<file path="src/rtl/mult16_colsum_drain.sv">
// ==== mult16_colsum_drain : carry-normalising drain for mult16 column sums ====
// ==== rev 1.0 : initial release                                              ====
`default_nettype none

module mult16_colsum_drain #(
  parameter int FLUSH_LIMBS = 2,
  parameter int IDX_W       = 8
) (
  input  logic             clk,
  input  logic             rst,
  input  logic             in_valid,
  output logic             in_ready,
  input  logic [35:0]      in_p,
  input  logic             in_last,
  output logic             out_valid,
  input  logic             out_ready,
  output logic [15:0]      out_limb,
  output logic [IDX_W-1:0] out_idx,
  output logic             out_last,
  output logic             out_ovf
);

  localparam int FC_W = $clog2(FLUSH_LIMBS + 1);

  typedef enum logic [1:0] {
    IDLE  = 2'd0,
    RUN   = 2'd1,
    FLUSH = 2'd2
  } state_t;

  state_t            state, state_nxt;
  logic [20:0]       carry;
  logic [IDX_W-1:0]  limb_cnt;
  logic [FC_W-1:0]   flush_cnt;
  logic [36:0]       sum;
  logic              load_ok, col_xfer, flush_load, flush_final;

  assign sum     = {1'b0, in_p} + {16'b0, carry};
  assign load_ok = !out_valid || out_ready;

  always_ff @(posedge clk) begin
    if (rst) state <= IDLE;
    else     state <= state_nxt;
  end

  // The operand returns to IDLE as soon as its last flush limb is loaded, so the
  // next operand can start in the same cycle that limb leaves the output register.
  always_comb begin
    state_nxt   = state;
    in_ready    = 1'b0;
    col_xfer    = 1'b0;
    flush_load  = 1'b0;
    flush_final = 1'b0;
    case (state)
      IDLE, RUN: begin
        in_ready = load_ok;
        col_xfer = in_valid && load_ok;
        if (col_xfer && in_last) state_nxt = FLUSH;
        else if (col_xfer)       state_nxt = RUN;
      end
      FLUSH: begin
        flush_load  = load_ok;
        flush_final = (flush_cnt == FC_W'(1));
        if (flush_load && flush_final) state_nxt = IDLE;
      end
      default: state_nxt = IDLE;
    endcase
  end

  always_ff @(posedge clk) begin
    if (rst) begin
      carry     <= '0;
      limb_cnt  <= '0;
      flush_cnt <= '0;
      out_valid <= 1'b0;
      out_limb  <= '0;
      out_idx   <= '0;
      out_last  <= 1'b0;
      out_ovf   <= 1'b0;
    end else if (col_xfer) begin
      out_valid <= 1'b1;
      out_limb  <= sum[15:0];
      out_idx   <= limb_cnt;
      out_last  <= 1'b0;
      out_ovf   <= 1'b0;
      carry     <= sum[36:16];
      limb_cnt  <= limb_cnt + 1'b1;
      if (in_last) flush_cnt <= FC_W'(FLUSH_LIMBS);
    end else if (flush_load) begin
      out_valid <= 1'b1;
      out_limb  <= carry[15:0];
      out_idx   <= limb_cnt;
      out_last  <= flush_final;
      out_ovf   <= flush_final && (carry[20:16] != 5'd0);
      if (flush_final) begin
        carry     <= '0;
        limb_cnt  <= '0;
        flush_cnt <= '0;
      end else begin
        carry     <= carry >> 16;
        limb_cnt  <= limb_cnt + 1'b1;
        flush_cnt <= flush_cnt - 1'b1;
      end
    end else if (out_ready) begin
      out_valid <= 1'b0;
    end
  end

endmodule

`default_nettype wire

</file>
<file path="config.mk">
export PLATFORM = sky130hd
export DESIGN_NAME = mult16_colsum_drain
export DESIGN_NICKNAME = d
export VERILOG_FILES = /design/src/rtl/mult16_colsum_drain.sv
export SDC_FILE = /design/constraint.sdc
export NUM_CORES = 1
export LEC_CHECK = 0
export CAP_MARGIN = 20
export CORE_MARGIN = 2
export CORE_UTILIZATION = 49
export DETAILED_ROUTE_END_ITERATION = 10
export GPL_TIMING_DRIVEN = 0
export HOLD_SLACK_MARGIN = 0.1
export PLACE_DENSITY = 0.76
export RECOVER_POWER = 25
export SYNTH_ARGS = -nofsm -noshare
export SYNTH_HDL_FRONTEND = slang
export SYNTH_SLANG_ARGS = --single-unit
</file>
<file path="constraint.sdc">
create_clock -name clk -period 4.7 [get_ports clk]
set_clock_uncertainty 0.15 [all_clocks]
set_input_delay 0.94 -clock clk [delete_from_list [all_inputs] [get_ports clk]]
set_output_delay 0.94 -clock clk [all_outputs]
set_load 0.02 [all_outputs]
</file>
**Word-level counts from Yosys, hierarchy flattened**

Index checks and enable logic that the tools add are counted.

- Output and inout port bits: 28
- Bits in registers: 60

- Add/subtract/negate cells: 3
- Reductions and logical operators: 14
- Equal/unequal tests: 6
- Mux-type cells: 25

Operator list:

| kind | count |
|---|---|
| $mux 21 | 2 |
| $mux 8 | 5 |
| $add 36x21->37 | 1 |
| $mux 16 | 2 |
| $mux 2 | 7 |
| $add 8x1->8 const B | 1 |
| $mux 1 | 7 |
| $mux 5 | 1 |
| $reduce_bool 5->1 | 1 |
| $eq 2x1->1 const B | 2 |
| $logic_and 1x1->1 | 4 |
| $ne 2x2->1 const B | 2 |
| $pmux 2 s2 | 1 |
| $reduce_and 2->1 | 2 |
| $reduce_or 2->1 | 2 |
| $ne 3x3->1 const B | 1 |
| $reduce_bool 3->1 | 1 |
| $eq 2x2->1 const B | 1 |
| $logic_not 2->1 | 1 |
| $reduce_bool 2->1 | 1 |
| $sub 2x1->2 const B | 1 |
| $logic_not 1->1 | 1 |
| $logic_or 1x1->1 | 1 |

**Depth between registers and ports, before layout**

Gate-level depths: netlist of run 1.

- Depth after elaboration: 6
- Depth in mapped cells: 11

**Worst setup path before layout of run 1**

No wires, ideal clock.

- Path kind: in2reg
- Start point: in in_p[0]
- End point: reg carry[8]
- Library setup time: 0.079 ns
- Path slack: 1.381 ns
- Arrival: 3.090 ns
- Buffers on the path: 0
- Stages: 11
- Path through: ha_1 -> inv_1 -> fa_1 -> nand2b_1 -> a21oi_1 -> o21ai_2 -> o21ai_0 -> a31o_2 -> a21oi_1 -> or4_1 -> o211ai_1

- Cells in the longest elaborated chain, start to end: 2

RTL lines:

| element | line | text |
|---|---|---|
| start: declaration | 13 | `input logic [35:0] in_p,` |
| $add 36x21->37 | 38 | `assign sum = {1'b0, in_p} + {16'b0, carry};` |
| $mux 21 | 80 | `end else if (col_xfer) begin` |
| end signal: assignment | 86 | `carry <= sum[36:16];` |
| end signal: assignment | 100 | `carry <= carry >> 16;` |
| end: declaration | 32 | `logic [20:0] carry;` |

Every way passes these cells.
A chain may end at the register's enable or synchronous reset.

**Final worst setup path of run 1**

Same ends and word-level chain as after synthesis.

==> results of run 1 <==
-- critical path, cell delays in order --
cell and delay [ps]:
clkdlybuf4s50_1 470, ha_1 210, inv_1 70, fa_1 390, nand2b_1 200, a21oi_1 330
o21ai_2 180, o21ai_0 310, a31o_2 230, a21oi_1 150, or4_1 540, o211ai_1 100
-- cell usage in the layout (no fill, tap or decap), types with 4 or more instances in the layout --
| cell | count |
|---|---|
| and3_1 | 7 |
| a21o_1 | 5 |
| nand4_1 | 6 |
| a21oi_1 | 63 |
| nand3_1 | 20 |
| nor3_1 | 14 |
| ha_1 | 23 |
| or3_1 | 4 |
| a22oi_1 | 9 |
| xor2_1 | 15 |
| inv_1 | 12 |
| nor4_1 | 4 |
| clkbuf_8 | 9 |
| nand2b_1 | 8 |
| o211ai_1 | 4 |
| dlygate4sd3_1 | 22 |
| nor3b_1 | 5 |
| nand2_1 | 71 |
| dfxtp_1 | 60 |
| clkdlybuf4s50_1 | 46 |
| xnor2_1 | 10 |
| o21ai_0 | 27 |
| nor2_1 | 36 |
| and2_1 | 5 |
| clkbuf_1 | 17 |
-- layer usage --
layer / up-vias / routed length, um / GRT usage
met3: 19 / 619 / 0.05311
li1: 1919 / - / -
met1: 1775 / 5057 / 0.3492
met2: 136 / 5105 / 0.4449
met5: - / 0 / 0
met4: 0 / 227 / 0.09596
-- through the flow --
stage                     setup WS, ps  power [mW]  utilization  hold WS (ps)  cell area (um^2)
after detailed placement         375.0       1.043       0.6219         297.6              4559
final                            701.8       1.461       0.6460         301.4              4736
after global placement           507.7       1.035       0.6219         282.3              4559
after global routing             572.2       1.540       0.6460         309.6              4736
after floorplan                   1381      0.8773            -         262.1              3755
after CTS                        730.0       1.467       0.6460         303.8              4736
-- power by group through the flow --
stage / clock, mW / combinational (mW) / sequential (mW)
floorplan: 0 / 0.267 / 0.610
global placement: 0 / 0.438 / 0.597
detailed placement: 0 / 0.444 / 0.599
CTS: 0.434 / 0.446 / 0.588
global route: 0.459 / 0.488 / 0.592
finish: 0.427 / 0.446 / 0.588
-- area by class of cell --
cell class,count,area share
tap,99,0.02616
timing repair buffer,68,0.1437
sequential,60,0.2536
inverter,12,0.009511
multi-input combinational,391,0.5123
clock inverter,7,0.01110
clock buffer,9,0.02616
buffer,21,0.01744
-- how the worst min path moves through the flow --
stage / slack, ps / startpoint / cells past startpoint / end
2_1_floorplan: 260 / state[1] / 1 / state[0]
3_3_place_gp: 280 / state[1] / 1 / state[0]
3_5_place_dp: 300 / state[1] / 1 / state[0]
4_1_cts: 300 / state[1] / 1 / state[0]
5_1_grt: 310 / state[1] / 1 / state[0]
6_report: 300 / out_idx[6] / 2 / out_idx[6]
-- cells by family after synthesis --
kind of cell    Yosys count
buf+inv                  33
fa+ha+maj                24
simple gates            186
compound gates          156
xor+xnor                 25
flops                    60
-- sequential cells by signal, summed over array words and instances, names as in the netlist --
register / count
out_valid: 1
out_last: 1
carry: 21
state: 2
out_ovf: 1
limb_cnt: 8
out_idx: 8
out_limb: 16
flush_cnt: 2
==> summary.txt, run 1 <==
Worst setup path
  – Worst Setup SP: in_p[0]
  – R2R depth: 11
  – Critical path data required time: 4820 ps
  – CP Capture Type: register
  – Reg-to-reg endpoint: carry[8]
  – R2R Path Start: carry[0]
  – Critical Path Sink: carry[8]
  – Worst setup SP type: input port
  – Worst EP arrival: 4120 ps
  – Worst Path Max Fanout: 5
  – Flop2flop setup slack: 1400 ps
  – CP Class: in2reg

Die
  – Initial Util: 0.5122
  – Core area: 0.007331 mm^2
  – Die area: 0.008380 mm^2
  – Die Wd: 91.54 um
  – Die Y: 91.54 um
  – I/O pins: 69
  – # rows: 31

Placed design
  – GPL Wtd Cong: 0.9396
  – DP HPWL: 8557 um
  – I/O Buffers: 68
  – Placed cell count: 651

Finish
  – Layout cells sized above 1: 0.05810
  – Fillers: 654
  – N_diodes: 0
  – Reg area: 0.001201 mm^2
  – Layout area overhead: 26.12%
  – NumNets Final: 628
  – Multi-input gate area: 0.002426 mm^2
  – Finished Layout Cells: 667

Clocking
  – Clock Latency Late Sink: 350 ps
  – Setup Buffers After CTS: 0
  – CTS Sinks: 60
  – Post_cts resized: 0
  – Clock-pin slew of the registers on the worst-case setup and hold paths: 70 ps
  – Root buf cell: clkbuf_8
  – H-tree levels: 3
  – Hold Buf Count CTS: 0
  – Clk buf depth: 2
  – Total CTS buffers: 9
  – CTS tree: yes

Worst hold path
  – Worst hold path type: reg2reg

Global routing
  – Vias in the first global route: 3666
  – Global-route wire length before repair: 17920 um
  – Largest net degree at the start of global routing: 13
  – GRT overflow: 0
  – Global-route usage over all layers: 0.2698
  – Initial antenna violation count: 0

Synth
  – Xor/xnor share of the synthesized area: 0.05831
  – Most numerous cell in the Yosys netlist: nand2_1
  – Post-Synth Adder-Cell Area: 0.08197
  – Cell taking the most area after synthesis: dfxtp_1
  – Synth cell types: 58
  – Largest family of logic cells by synthesized area: compound AO/OA/AOI/OAI gates
  – Synthesis-stage register bit count: 60
  – Post-Syn Instances: 484
  – Avg Synthesized Cell Area: 7.758 um^2
  – Syn Std Cell Area: 0.003755 mm^2
  – Synth async-reset ratio: 0
  – Post-synth top cells: nand2_1, a21oi_1, dfxtp_1
  – Simple-gate share of the synthesized area: 0.2313
  – Sequential area share after synthesis: 0.3199
  – Top_reg_cell synth: dfxtp_1
  – Yosys top cell area share: 0.3199
  – Synth Area in Compound Gates: 0.2746
  – Mux contribution to synthesized area: 0
  – EDFF count, synth: 0
  – Largest cells by area after synthesis: dfxtp_1, a21oi_1, ha_1
  – Yosys warns: 0
  – Syn nets: 549

STA
  – Max Slew Vio Count: 0
  – RSZ-0062 raised after global routing: no
  – Fin crit share: 0.8507
  – Final setup TNS: 0 ps
  – Slew @ Worst Pin: 556.4 ps
  – Slew HR: 0.6277
  – Fin crit period: 3998 ps
  – Hold Violations, Final: 0
  – Max frequency: 0.2501 GHz
  – Endpoints failing setup: 0

Run status
  – Outcome: finished, final reports clean

Pwr
  – Clock Power Share: 0.292
  – VDD IR max: 0.1323 mV
  – Combinational power share: 0.305
  – Internal Power: 0.9330 mW
  – Flop pwr share: 0.403
  – Power per cell area: 308.5 mW/mm^2
  – Switching power: 0.5280 mW
  – Leak: 1.837 nW
  – Switch share: 0.3614

Drt
  – Via-to-Cell Ratio: 5.771
  – Drc violations: 0
  – DR vias: 3849
  – Drt total wl: 11010 um
  – First-pass iteration count of the detailed router: 5
  – Routed Antenna Nets: 0
  – Routed WL per cell: 16.51 um
  – DR iter-0 viols: 215

Flow run
  – Max-cap viol count: 0
Power figures use the tool's default switching activity.
==> inputs of run 2 (changes only) <==
--- a/config.mk
+++ b/config.mk
@@ -11,7 +11,7 @@
 export DETAILED_ROUTE_END_ITERATION = 10
 export GPL_TIMING_DRIVEN = 0
 export HOLD_SLACK_MARGIN = 0.1
-export PLACE_DENSITY = 0.76
+export PLACE_DENSITY = 0.83
 export RECOVER_POWER = 25
 export SYNTH_ARGS = -nofsm -noshare
 export SYNTH_HDL_FRONTEND = slang
==> run 2 against run 1 <==
Via count increased by 0.91%. Sequential share of layout area unchanged. Power decreased by 0.56%. Register-to-register slack improved by 20 ps. Flip-flop and latch count unchanged. Wire length decreased by 1.5%.
==> summary.txt, run 2 (same netlist as run 1, synthesis figures left out) <==
Pwr
  – Switch share: 0.3580
  – Clock Power Share: 0.292
  – Flop pwr share: 0.404
  – Combinational power share: 0.304
  – Switching power: 0.5201 mW
  – Power consumption: 1.453 mW
  – VDD IR max: 0.1695 mV
  – Internal Power: 0.9328 mW
  – Leak: 1.836 nW
  – Power per cell area: 306.8 mW/mm^2

Finish
  – Largest regs: carry: 21 flops, out_limb: 16 flops
  – Multi-input gate area: 0.002426 mm^2
  – Fillers: 630
  – Largest register by flop count: carry
  – Layout area overhead: 26.12%
  – Reg area: 0.001201 mm^2
  – Largest register FFs: 21
  – NumNets Final: 628
  – Final core utilization: 0.6460
  – N_diodes: 0
  – Fin area: 0.004736 mm^2
  – Most frequent cells in the layout: nand2_1, a21oi_1, dfxtp_1
  – Layout cells sized above 1: 0.05810
  – Most common cell after layout, fill and taps aside: nand2_1
  – Finished Layout Cells: 667

Clocking
  – H-tree levels: 3
  – CTS Sinks: 60
  – Setup Buffers After CTS: 0
  – CTS tree: yes
  – Clk buf depth: 2
  – Clock Latency Late Sink: 350 ps
  – Root buf cell: clkbuf_8
  – Hold Buf Count CTS: 0
  – Post_cts resized: 0
  – Total CTS buffers: 9
  – Clock-pin slew of the registers on the worst-case setup and hold paths: 70 ps

STA
  – Max frequency: 0.2519 GHz
  – Hold_ws: 299.2 ps
  – Max Slew Vio Count: 0
  – Endpoints failing setup: 0
  – Slew @ Worst Pin: 604.5 ps
  – Fin crit share: 0.8446
  – Final setup TNS: 0 ps
  – RSZ-0062 raised after global routing: no
  – Slew HR: 0.5970
  – Worst setup margin: 730.2 ps
  – Hold Violations, Final: 0
  – Fin crit period: 3970 ps

Global routing
  – GRT overflow: 0
  – Global-route wire length before repair: 17320 um
  – Largest net degree at the start of global routing: 13
  – Vias in the first global route: 3689
  – Initial antenna violation count: 0
  – Global-route usage over all layers: 0.2583

Drt
  – DR iter-0 viols: 240
  – Routed Antenna Nets: 0
  – Via-to-Cell Ratio: 5.823
  – Drc violations: 0
  – First-pass iteration count of the detailed router: 5
  – DR vias: 3884
  – Routed WL per cell: 16.26 um
  – Drt total wl: 10850 um

Die
  – Die Y: 91.54 um
  – Die area: 0.008380 mm^2
  – Initial Util: 0.5122
  – Die Wd: 91.54 um
  – Core area: 0.007331 mm^2
  – # rows: 31
  – I/O pins: 69

Worst setup path
  – R2R depth: 11
  – CP Class: in2reg
  – Flop2flop setup slack: 1420 ps
  – CP Capture Type: register
  – Worst Setup SP: in_p[0]
  – Worst setup SP type: input port
  – Critical path data required time: 4830 ps
  – R2R Path Start: carry[0]
  – Worst Path Max Fanout: 5
  – Reg-to-reg endpoint: carry[8]
  – Worst EP arrival: 4100 ps

Worst hold path
  – Worst hold path type: reg2reg
  – Worst hold stages: 2
  – Hold path start: out_idx[2]
  – Hold endpoint: out_idx[2]

Run status
  – Outcome: finished, final reports clean

Placed design
  – Dpl ws: 425.8 ps
  – DP HPWL: 8380 um
  – Placed cell count: 651
  – I/O Buffers: 68
  – DP Area: 0.004559 mm^2
  – GPL Wtd Cong: 0.9221

Flow run
  – Max-cap viol count: 0
## run 2: cell counts in the layout (fill, tap and decap cells not counted)
Identical to the previous run, type by type.
## run 2: power groups by stage
stage | sequential (mW) | clock, mW | combinational (mW)
CTS | 0.586 | 0.426 | 0.444
floorplan | 0.610 | 0 | 0.267
global placement | 0.596 | 0 | 0.434
finish | 0.587 | 0.424 | 0.442
global route | 0.592 | 0.445 | 0.485
detailed placement | 0.598 | 0 | 0.442
## run 2: routing by layer
| metal | up-vias | wire [um] | global-route usage |
|---|---|---|---|
| li1 | 1930 | - | - |
| met5 | - | 0 | 0 |
| met1 | 1805 | 5025 | 0.3340 |
| met4 | 0 | 155 | 0.08460 |
| met2 | 131 | 5045 | 0.4387 |
| met3 | 18 | 619 | 0.03900 |
## run 2: how the worst max path moves through the flow
| stage | end | slack (ps) | cells after the start |
|---|---|---|---|
| 2_1_floorplan | carry[8] | 1380 | 11 |
| 3_3_place_gp | carry[8] | 460 | 12 |
| 3_5_place_dp | carry[8] | 430 | 12 |
| 4_1_cts | carry[8] | 790 | 12 |
| 5_1_grt | carry[8] | 510 | 12 |
| 6_report | carry[8] | 730 | 12 |
## run 2: critical path, stage by stage
cell	delay [ps]
clkdlybuf4s50_1	480
ha_1	210
inv_1	80
fa_1	380
nand2b_1	200
a21oi_1	270
o21ai_2	160
o21ai_0	380
a31o_2	240
a21oi_1	120
or4_1	530
o211ai_1	100
## run 2: area by class of cell
cell class	count	share of cell area
Sequential cell	60	0.2536
Multi-Input combinational cell	391	0.5123
Clock inverter	7	0.01110
Inverter	12	0.009511
Timing Repair Buffer	68	0.1437
Clock buffer	9	0.02616
Tap cell	99	0.02616
Buffer	21	0.01744
